==> config.mk <==
export PLATFORM = sky130hd
export DESIGN_NAME = uart_tx
export DESIGN_NICKNAME = d
export VERILOG_FILES = /design/src/rtl/uart_tx_pkg.sv /design/src/rtl/uart_fifo.sv /design/src/rtl/uart_tx.sv
export SDC_FILE = /design/constraint.sdc
export NUM_CORES = 1
export LEC_CHECK = 0
export ABC_AREA = 1
export CAP_MARGIN = 10
export CORE_ASPECT_RATIO = 0.6
export CORE_UTILIZATION = 57
export CTS_CLUSTER_SIZE = 40
export DETAILED_ROUTE_END_ITERATION = 12
export GPL_TIMING_DRIVEN = 0
export PLACE_DENSITY = 0.82
export SLEW_MARGIN = 20
export SYNTH_ARGS = -nofsm -noshare
export SYNTH_HDL_FRONTEND = slang
export SYNTH_SLANG_ARGS = --single-unit
==> constraint.sdc <==
create_clock -name clk -period 2.8 [get_ports clk]
set_clock_uncertainty 0.1 [all_clocks]
set_input_delay 0.28 -clock clk [delete_from_list [all_inputs] [get_ports clk]]
set_output_delay 0.28 -clock clk [all_outputs]
set_load 0.02 [all_outputs]
==> src/rtl/uart_tx_pkg.sv <==
// Shared definitions for the memory-mapped UART transmitter: FSM state encoding,
// default bus addresses (also used by the CPU address decoder) and status layout.
package uart_tx_pkg;

  localparam logic [7:0] DEFAULT_DATA_ADDR = 8'hF8;
  localparam logic [7:0] DEFAULT_STAT_ADDR = 8'hF9;

  typedef logic [1:0] uart_state_t;

  localparam uart_state_t ST_IDLE  = 2'd0;
  localparam uart_state_t ST_START = 2'd1;
  localparam uart_state_t ST_DATA  = 2'd2;
  localparam uart_state_t ST_STOP  = 2'd3;

  typedef struct packed {
    logic [4:0] rsvd;
    logic       overflow;
    logic       full;
    logic       busy;
  } uart_status_t;

  // Baud counter width: enough bits to hold CLKS_PER_BIT-1, never less than one.
  function automatic int baud_width(input int clks);
    return (clks > 2) ? $clog2(clks) : 1;
  endfunction

endpackage

==> src/rtl/uart_fifo.sv <==
// Small transmit FIFO with combinational head; accepts a push while full when a
// pop happens in the same cycle.
module uart_fifo #(
  parameter int WIDTH = 8,
  parameter int DEPTH = 4
) (
  input  logic                     clk,
  input  logic                     rst_n,
  input  logic                     push,
  input  logic [WIDTH-1:0]         push_data,
  input  logic                     pop,
  output logic [WIDTH-1:0]         head,
  output logic                     full,
  output logic                     empty,
  output logic [$clog2(DEPTH):0]   count
);

  localparam int AW = $clog2(DEPTH);
  localparam logic [AW:0]   CNT_FULL = (AW + 1)'(DEPTH);
  localparam logic [AW:0]   CNT_ONE  = (AW + 1)'(1);
  localparam logic [AW-1:0] PTR_ONE  = (AW)'(1);

  logic [WIDTH-1:0] mem [DEPTH];
  logic [AW-1:0]    wr_ptr_reg;
  logic [AW-1:0]    rd_ptr_reg;
  logic [AW:0]      count_reg;
  logic             do_push;
  logic             do_pop;

  assign empty   = (count_reg == '0);
  assign full    = (count_reg == CNT_FULL);
  assign count   = count_reg;
  assign head    = mem[rd_ptr_reg];
  assign do_pop  = pop && !empty;
  assign do_push = push && (!full || do_pop);

  // When full with a concurrent pop, wr_ptr equals rd_ptr: the head is read
  // before the edge that overwrites it, so the ordering is safe.
  always_ff @(posedge clk) begin
    if (do_push) begin
      mem[wr_ptr_reg] <= push_data;
    end
  end

  always_ff @(posedge clk or negedge rst_n) begin
    if (!rst_n) begin
      wr_ptr_reg <= '0;
      rd_ptr_reg <= '0;
      count_reg  <= '0;
    end else begin
      if (do_push) begin
        wr_ptr_reg <= wr_ptr_reg + PTR_ONE;
      end
      if (do_pop) begin
        rd_ptr_reg <= rd_ptr_reg + PTR_ONE;
      end
      case ({do_push, do_pop})
        2'b10:   count_reg <= count_reg + CNT_ONE;
        2'b01:   count_reg <= count_reg - CNT_ONE;
        default: count_reg <= count_reg;
      endcase
    end
  end

endmodule

==> src/rtl/uart_tx.sv <==
// Memory-mapped 8N1 UART transmitter: data/status registers on the CPU data bus,
// a transmit FIFO and a START/DATA/STOP serialiser with a registered tx line.
module uart_tx
  import uart_tx_pkg::*;
#(
  parameter int          CLKS_PER_BIT = 868,
  parameter logic [7:0]  DATA_ADDR    = DEFAULT_DATA_ADDR,
  parameter logic [7:0]  STAT_ADDR    = DEFAULT_STAT_ADDR,
  parameter int          FIFO_DEPTH   = 4
) (
  input  logic       clk,
  input  logic       rst_n,
  input  logic       we,
  input  logic [7:0] addr,
  input  logic [7:0] in,
  output logic [7:0] out,
  output logic       tx
);

  localparam int               BAUD_W    = baud_width(CLKS_PER_BIT);
  localparam logic [BAUD_W-1:0] BAUD_LAST = (BAUD_W)'(CLKS_PER_BIT - 1);
  localparam logic [BAUD_W-1:0] BAUD_ONE  = (BAUD_W)'(1);
  localparam int               CNT_W     = $clog2(FIFO_DEPTH) + 1;

  uart_state_t       state_reg;
  uart_state_t       state_next;
  logic [BAUD_W-1:0] baud_reg;
  logic [BAUD_W-1:0] baud_next;
  logic [2:0]        bit_idx_reg;
  logic [2:0]        bit_idx_next;
  logic [7:0]        shift_reg;
  logic [7:0]        shift_next;
  logic              tx_reg;
  logic              tx_next;
  logic              overflow_reg;
  logic              overflow_next;

  logic              data_hit;
  logic              stat_hit;
  logic              push;
  logic              pop;
  logic              baud_end;
  logic [7:0]        fifo_head;
  logic              fifo_full;
  logic              fifo_empty;
  logic [CNT_W-1:0]  fifo_count;
  uart_status_t      status;

  assign data_hit = (addr == DATA_ADDR);
  assign stat_hit = (addr == STAT_ADDR);
  assign baud_end = (baud_reg == BAUD_LAST);

  // A store to a full FIFO is still taken when the serialiser frees a slot this cycle.
  assign push = we && data_hit && (!fifo_full || pop);

  uart_fifo #(
    .WIDTH (8),
    .DEPTH (FIFO_DEPTH)
  ) u_fifo (
    .clk       (clk),
    .rst_n     (rst_n),
    .push      (push),
    .push_data (in),
    .pop       (pop),
    .head      (fifo_head),
    .full      (fifo_full),
    .empty     (fifo_empty),
    .count     (fifo_count)
  );

  always_comb begin
    state_next   = state_reg;
    baud_next    = baud_reg;
    bit_idx_next = bit_idx_reg;
    shift_next   = shift_reg;
    pop          = 1'b0;
    case (state_reg)
      ST_IDLE: begin
        if (!fifo_empty) begin
          pop        = 1'b1;
          shift_next = fifo_head;
          state_next = ST_START;
          baud_next  = '0;
        end
      end
      ST_START: begin
        if (baud_end) begin
          state_next   = ST_DATA;
          baud_next    = '0;
          bit_idx_next = 3'd0;
        end else begin
          baud_next = baud_reg + BAUD_ONE;
        end
      end
      ST_DATA: begin
        if (baud_end) begin
          baud_next = '0;
          if (bit_idx_reg == 3'd7) begin
            state_next   = ST_STOP;
            bit_idx_next = 3'd0;
          end else begin
            bit_idx_next = bit_idx_reg + 3'd1;
          end
        end else begin
          baud_next = baud_reg + BAUD_ONE;
        end
      end
      ST_STOP: begin
        if (baud_end) begin
          baud_next = '0;
          // Chain straight into the next frame so queued bytes go out without a gap.
          if (!fifo_empty) begin
            pop        = 1'b1;
            shift_next = fifo_head;
            state_next = ST_START;
          end else begin
            state_next = ST_IDLE;
          end
        end else begin
          baud_next = baud_reg + BAUD_ONE;
        end
      end
      default: begin
        state_next = ST_IDLE;
        baud_next  = '0;
      end
    endcase
  end

  always_comb begin
    tx_next = 1'b1;
    case (state_reg)
      ST_START: tx_next = 1'b0;
      ST_DATA:  tx_next = shift_reg[bit_idx_reg];
      default:  tx_next = 1'b1;
    endcase
  end

  always_comb begin
    overflow_next = overflow_reg;
    if (we && stat_hit) begin
      overflow_next = 1'b0;
    end else if (we && data_hit && !push) begin
      overflow_next = 1'b1;
    end
  end

  always_ff @(posedge clk or negedge rst_n) begin
    if (!rst_n) begin
      state_reg    <= ST_IDLE;
      baud_reg     <= '0;
      bit_idx_reg  <= 3'd0;
      shift_reg    <= 8'h00;
      tx_reg       <= 1'b1;
      overflow_reg <= 1'b0;
    end else begin
      state_reg    <= state_next;
      baud_reg     <= baud_next;
      bit_idx_reg  <= bit_idx_next;
      shift_reg    <= shift_next;
      tx_reg       <= tx_next;
      overflow_reg <= overflow_next;
    end
  end

  always_comb begin
    status          = '0;
    status.overflow = overflow_reg;
    status.full     = fifo_full;
    status.busy     = (state_reg != ST_IDLE) || (fifo_count != '0);
  end

  assign out = stat_hit ? status : 8'h00;
  assign tx  = tx_reg;

endmodule

======== Yosys cells after proc, flatten, opt, wreduce, memory -nomap -nowiden ========
Memories as Yosys holds them, arrays and structs flattened.
Index checks and enable logic that the tools add are counted.
operators by class
  equal/unequal tests ..................... 15
  reductions and logical operators ........ 24
  $mul .................................... 0
  add/sub/neg operators ................... 6
  mux-type cells .......................... 29
  bitwise operators ....................... 0
  shifts and indexed selects .............. 0
  div/mod/pow operators ................... 0
  $lt $le $gt $ge ......................... 1
operator list
  cell                   number
  $mux 10                2
  $pmux 10 s2            1
  $eq 8x8->1 const B     2
  $mux 8                 2
  $pmux 8 s2             1
  $mux 3                 4
  $pmux 3 s2             2
  $add 10x1->10 const B  1
  $eq 10x10->1 const B   1
  $mux 2                 5
  $ne 2x2->1 const B     5
  $reduce_bool 2->1      5
  $mux 1                 8
  $pmux 2 s4             1
  $add 3x1->3 const B    2
  $eq 2x2->1 const B     3
  $eq 3x3->1 const B     2
  $logic_and 1x1->1      6
  $reduce_and 5->1       1
  $add 2x1->2 const B    2
  $eq 2x1->1 const B     2
  $lt 3x4->1 const B     1
  $pmux 1 s2             2
  $bmux 1 s3             1
  other kinds (9)        13
storage, ports and cells
  output and inout port bits .............. 9
  ROM bits ................................ 0
  word-level logic and storage cells ...... 85
  memories ................................ 1
  bits in writable memories ............... 32
  bits of input ports ..................... 19
  register bits ........................... 32
  latch bits .............................. 0
memory list
  name        words  bits a word  rd ports  clocked after memory_dff  write ports  line             RTL
  u_fifo.mem  4      8            1         0                         1            uart_fifo.sv:23  logic [WIDTH-1:0] mem [DEPTH];

======== Logic depth before layout (Yosys ltp) ========
  word-level depth ........................ 10
  gate-level depth with buffers ........... 14
  mapped depth without buffers ............ 14

======== Modules after synthesis ========
From an unflattened synthesis, not the netlist that was laid out.
second synthesis, totals
  cells, all modules ...................... 356
  area total of the unflattened synthesis .. 3319.4 sq um
by module, submodules not included
  module     seq. area each (sq um)  instances  area each (sq um)  cells each
  uart_tx    626.9                   1          1672.9             222
  uart_fifo  1136.1                  1          1646.6             134

======== Worst setup path after synthesis ========
OpenSTA, ideal clock, no wires.
  kind .................................... reg-to-reg
  from .................................... register state_reg[0]
  to ...................................... register u_fifo.count_reg[2], in the netlist u_fifo.count[2]
  stages on the path, launching flop included .. 14
  path slack .............................. 461 ps
  clock period less this slack ............ 2339 ps
  path buffers ............................ 0
  library setup time ...................... 79 ps
  arrival ................................. 2160 ps
  cells stage by stage .................... dfrtp_1 -> inv_1 -> ha_1 -> nor2_1 -> nand2_2 -> nand3_4 -> nand2_4 -> ha_1 -> inv_1 -> fa_1 -> nor2_1 -> nor2_1 -> nand2_1 -> xor2_1
on the way
  cells in the longest elaborated chain, start to end .. 7
  elaborated cells on any way between the ends .. 12
  those cells by class .................... eq/ne: 3; mux: 2; reduce/logical: 7
RTL lines
  what                                                   line                            RTL
  from (decl)                                            uart_tx.sv:25                   uart_state_t state_reg;
  from (signal assigned)                                 uart_tx.sv:157                  state_reg <= state_next;
  $eq 2x2->1 or $logic_not 2->1 (tied branches)          uart_tx.sv:77                   case (state_reg)
  $pmux 1 s2 (*)                                         uart_tx.sv:77
  $logic_or 1x1->1 or $logic_and 1x1->1 (tied branches)  uart_tx.sv:54, uart_fifo.sv:34
  $logic_and 1x1->1 or $logic_or 1x1->1 (tied branches)  uart_tx.sv:54, uart_fifo.sv:35
  $logic_and 1x1->1                                      uart_fifo.sv:35                 assign do_push = push && (!full || do_pop);
  $eq 2x1->1 or $eq 2x2->1 (tied branches)               uart_fifo.sv:57                 case ({do_push, do_pop})
  $pmux 3 s2 or $reduce_bool 2->1 (tied branches)        n/a
  to (signal assigned)                                   uart_fifo.sv:58                 2'b10: count_reg <= count_reg + CNT_ONE;
  to (signal assigned)                                   uart_fifo.sv:59                 2'b01: count_reg <= count_reg - CNT_ONE;
  to (signal assigned)                                   uart_fifo.sv:60                 default: count_reg <= count_reg;
  to (decl)                                              uart_fifo.sv:26                 logic [AW:0] count_reg;
Mark *: on every way between the ends. The rest lies on a longest branch, timed or not.
A chain may end at the register's enable or synchronous reset.

======== Worst setup path after layout ========
Ends and elaborated chain as after synthesis.

==> reports/results.tsv <==
metric	value	unit
outcome	completed	
worst_slew_pin_slew	705	ps
die_width	98.5	um
dieArea	5900	um2
clockBufferDepth	2	
h-tree-depth	3	
synth_common_cells	nand2_1 (58), nor2_1 (36), edfxtp_1 (32)	
clock.fmax	0.396	GHz
avgSynthCellArea	9.72	um2
antenna_cells	0	
num_vias	2407	
combPwrFrac	0.039	
drt_iter0_drc	176	
ys_ff_latch	64	
fin_setup_tns	0	ps
clkPwrFrac	0.452	
wl_per_cell	14.2	um
viasPerCell	5.51	
rows	20	
largest_register_ffs	32	
cell_internal_pwr	0.00154	W
rsz0062_at_grt	no	
antenna_found_initial	0	
layout-drive-gt1-share	0.137	
fin_nets	399	
synth_most_common_cell	nand2_1	
drc_errors	0	
synth_area_leader_cell	edfxtp_1	
worst_setup_path_end_kind	flip-flop	
core_area	5230	um2
critPathSlowestCell	dfrtp_1	
syn_area	3190	um2
place_ws	227	ps
setup_viol	0	
finalCriticalPeriod	2520	ps
yosys-top-cells-area	edfxtp_1 (30%), dfrtp_1 (24%), nand2_1 (6.8%)	
syn_inst	328	
sequentialPowerShare	0.509	
clockRootBuffer	clkbuf_8	
leakagePower	1.62	nW
yosysUniqueCellTypes	36	
fillers	386	
max-cap-violations	0	
path_common_cell	nor2_1	
yosysWarnings	0	
gp_congestion	0.854	
grt_pass1_vias	2204	
ys_async_sr_fraction	0.500	
path_max_fanout	7	
path_cells	inv_1 > ha_2 > nor2_1 > nand2_2 > nand3_4 > nand2_4 > ha_1 > inv_1 > fa_1 > nor2_1 > nor2_1 > nand2_1 > xor2_1	
report.final.slew_viol_count	0	
grt_usage	0.235	
hpwl	4570	um
die_y	59.9	um
finalCritPeriodShare	0.901	
drt-pass1-iter-count	6	
cts_tree	yes	
grt_pass1_wl	10300	um
cts_sinks	64	
routed_wl	6220	um
grt_overflow	0	
start_util	0.609	
cp.arrival	2690	ps
io_pins	28	
hold_viol	0	
cpPeakStageDelay	420	ps
synth_seq_area_share	0.553	
vdd.ir_drop.worst	333	uV
synth_edf_count	32	
clk_latency	340	ps
path_clk_slew	70	ps
p_sw_frac	0.216	
grt_max_degree	33	
worstSetupStartpointType	flip-flop	
area_delta_synth_final	17.4	%
synth_ff_type	edfxtp_1	
p_sw	0.000423	W
synth_top_area_share	0.302	
p_per_area	525	nW/um2
path_class	flip-flop to flip-flop	
critical_path_required	2960	ps
portBuffers	22	
antenna_left	0	
maxSlewHeadroom	0.530	
fin_ws	277	ps
hp-class	flip-flop to flip-flop	
cts_buffers	9	
final_util	0.715	
-- critical path: cells and delay by family, from the launching register on --
family	cells	cell delay, ps
flops	1	420
xor+xnor	1	150
fa+ha+maj	3	960
buf+inv	2	190
simple gates	7	620
-- power by group through the flow --
stage                     registers [W]  clock network (W)   logic, W
after floorplan                 0.00102                  0  0.0000317
after global placement          0.00102                  0  0.0000728
after detailed placement        0.00102                  0  0.0000755
after CTS                       0.00100           0.000898  0.0000768
after global routing            0.00100           0.000939  0.0000857
final                           0.00100           0.000888  0.0000757
-- area by class of cell --
type | instances | area, um2 | share of cell area
timing repair buffer | 23 | 228 | 0.0609
tap | 66 | 82.6 | 0.0221
clock inverter | 7 | 101 | 0.0271
buffer | 11 | 75.1 | 0.0201
clock buffer | 9 | 124 | 0.0331
multi-input combinational | 223 | 1240 | 0.331
inverter | 34 | 129 | 0.0345
sequential | 64 | 1760 | 0.471
-- per-stage QoR --
stage	power, W	area (um2)	std cells	hold WS, ps
final	0.00196	3740	437	373
after global routing	0.00203	3740	437	404
after CTS	0.00197	3730	437	378
after detailed placement	0.00110	3500	420	271
after global placement	0.00109	3500	420	355
after floorplan	0.00105	3200	332	-116
-- kinds of logic after synthesis --
logic type / Yosys count / share of synthesized area
AO/OA/AOI/OAI: 45 / 0.0758
XOR/XNOR: 6 / 0.0165
adder cells (fa/ha/maj): 14 / 0.0573
buffers and inverters: 45 / 0.0640
flip-flops: 64 / 0.553
multiplexers: 1 / 0.00314
other: 1 / 0.00118
AND/OR/NAND/NOR: 152 / 0.229
-- final timing paths --
check / start / endpoint / slack, ps / depth (start not counted)
max: state_reg[0] / u_fifo.count[2] / 280 / 13
min: shift_reg[1] / shift_reg[1] / 370 / 2
max reg2reg: state_reg[0] / u_fifo.count[2] / 280 / 13
min reg2reg: shift_reg[1] / shift_reg[1] / 370 / 2
max in group asynchronous: rst_n / overflow_reg / 1720 / 2
min in group asynchronous: rst_n / baud_reg[8] / 420 / 2
-- repair_timing --
| item | in CTS | in global routing |
|---|---|---|
| setup endpoints to repair | 0 | 2 |
| hold endpoints to repair | 31 | 0 |
| buffers inserted | 0 | 0 |
| gates resized for setup | 0 | 2 |
| hold buffers | 1 | 0 |
-- per-layer routing --
layer  track usage  up-vias  wire, um
met4        0.0597        0         7
li1              -     1172         -
met2         0.361      100      2770
met5             0        -         0
met1         0.327     1133      2990
met3        0.0749        2       455
-- placed cells by master (no fill, tap or decap), types with 2 or more instances in the layout --
cell type / count
nand2_4: 2
inv_1: 31
conb_1: 5
xor2_1: 4
inv_2: 2
nand2_1: 58
nand4_1: 5
o21ai_0: 30
nand3_1: 27
nand3_2: 2
buf_4: 6
buf_2: 4
edfxtp_1: 32
clkinvlp_4: 2
clkdlybuf4s50_1: 20
inv_6: 3
o22ai_1: 11
bufinv_16: 2
a21oi_1: 2
dfrtp_1: 31
clkbuf_8: 9
ha_1: 12
xnor2_1: 2
nand2_2: 5
nor2_2: 6
nor2_1: 36
nor3_1: 5
Power figures use the tool's default switching activity.
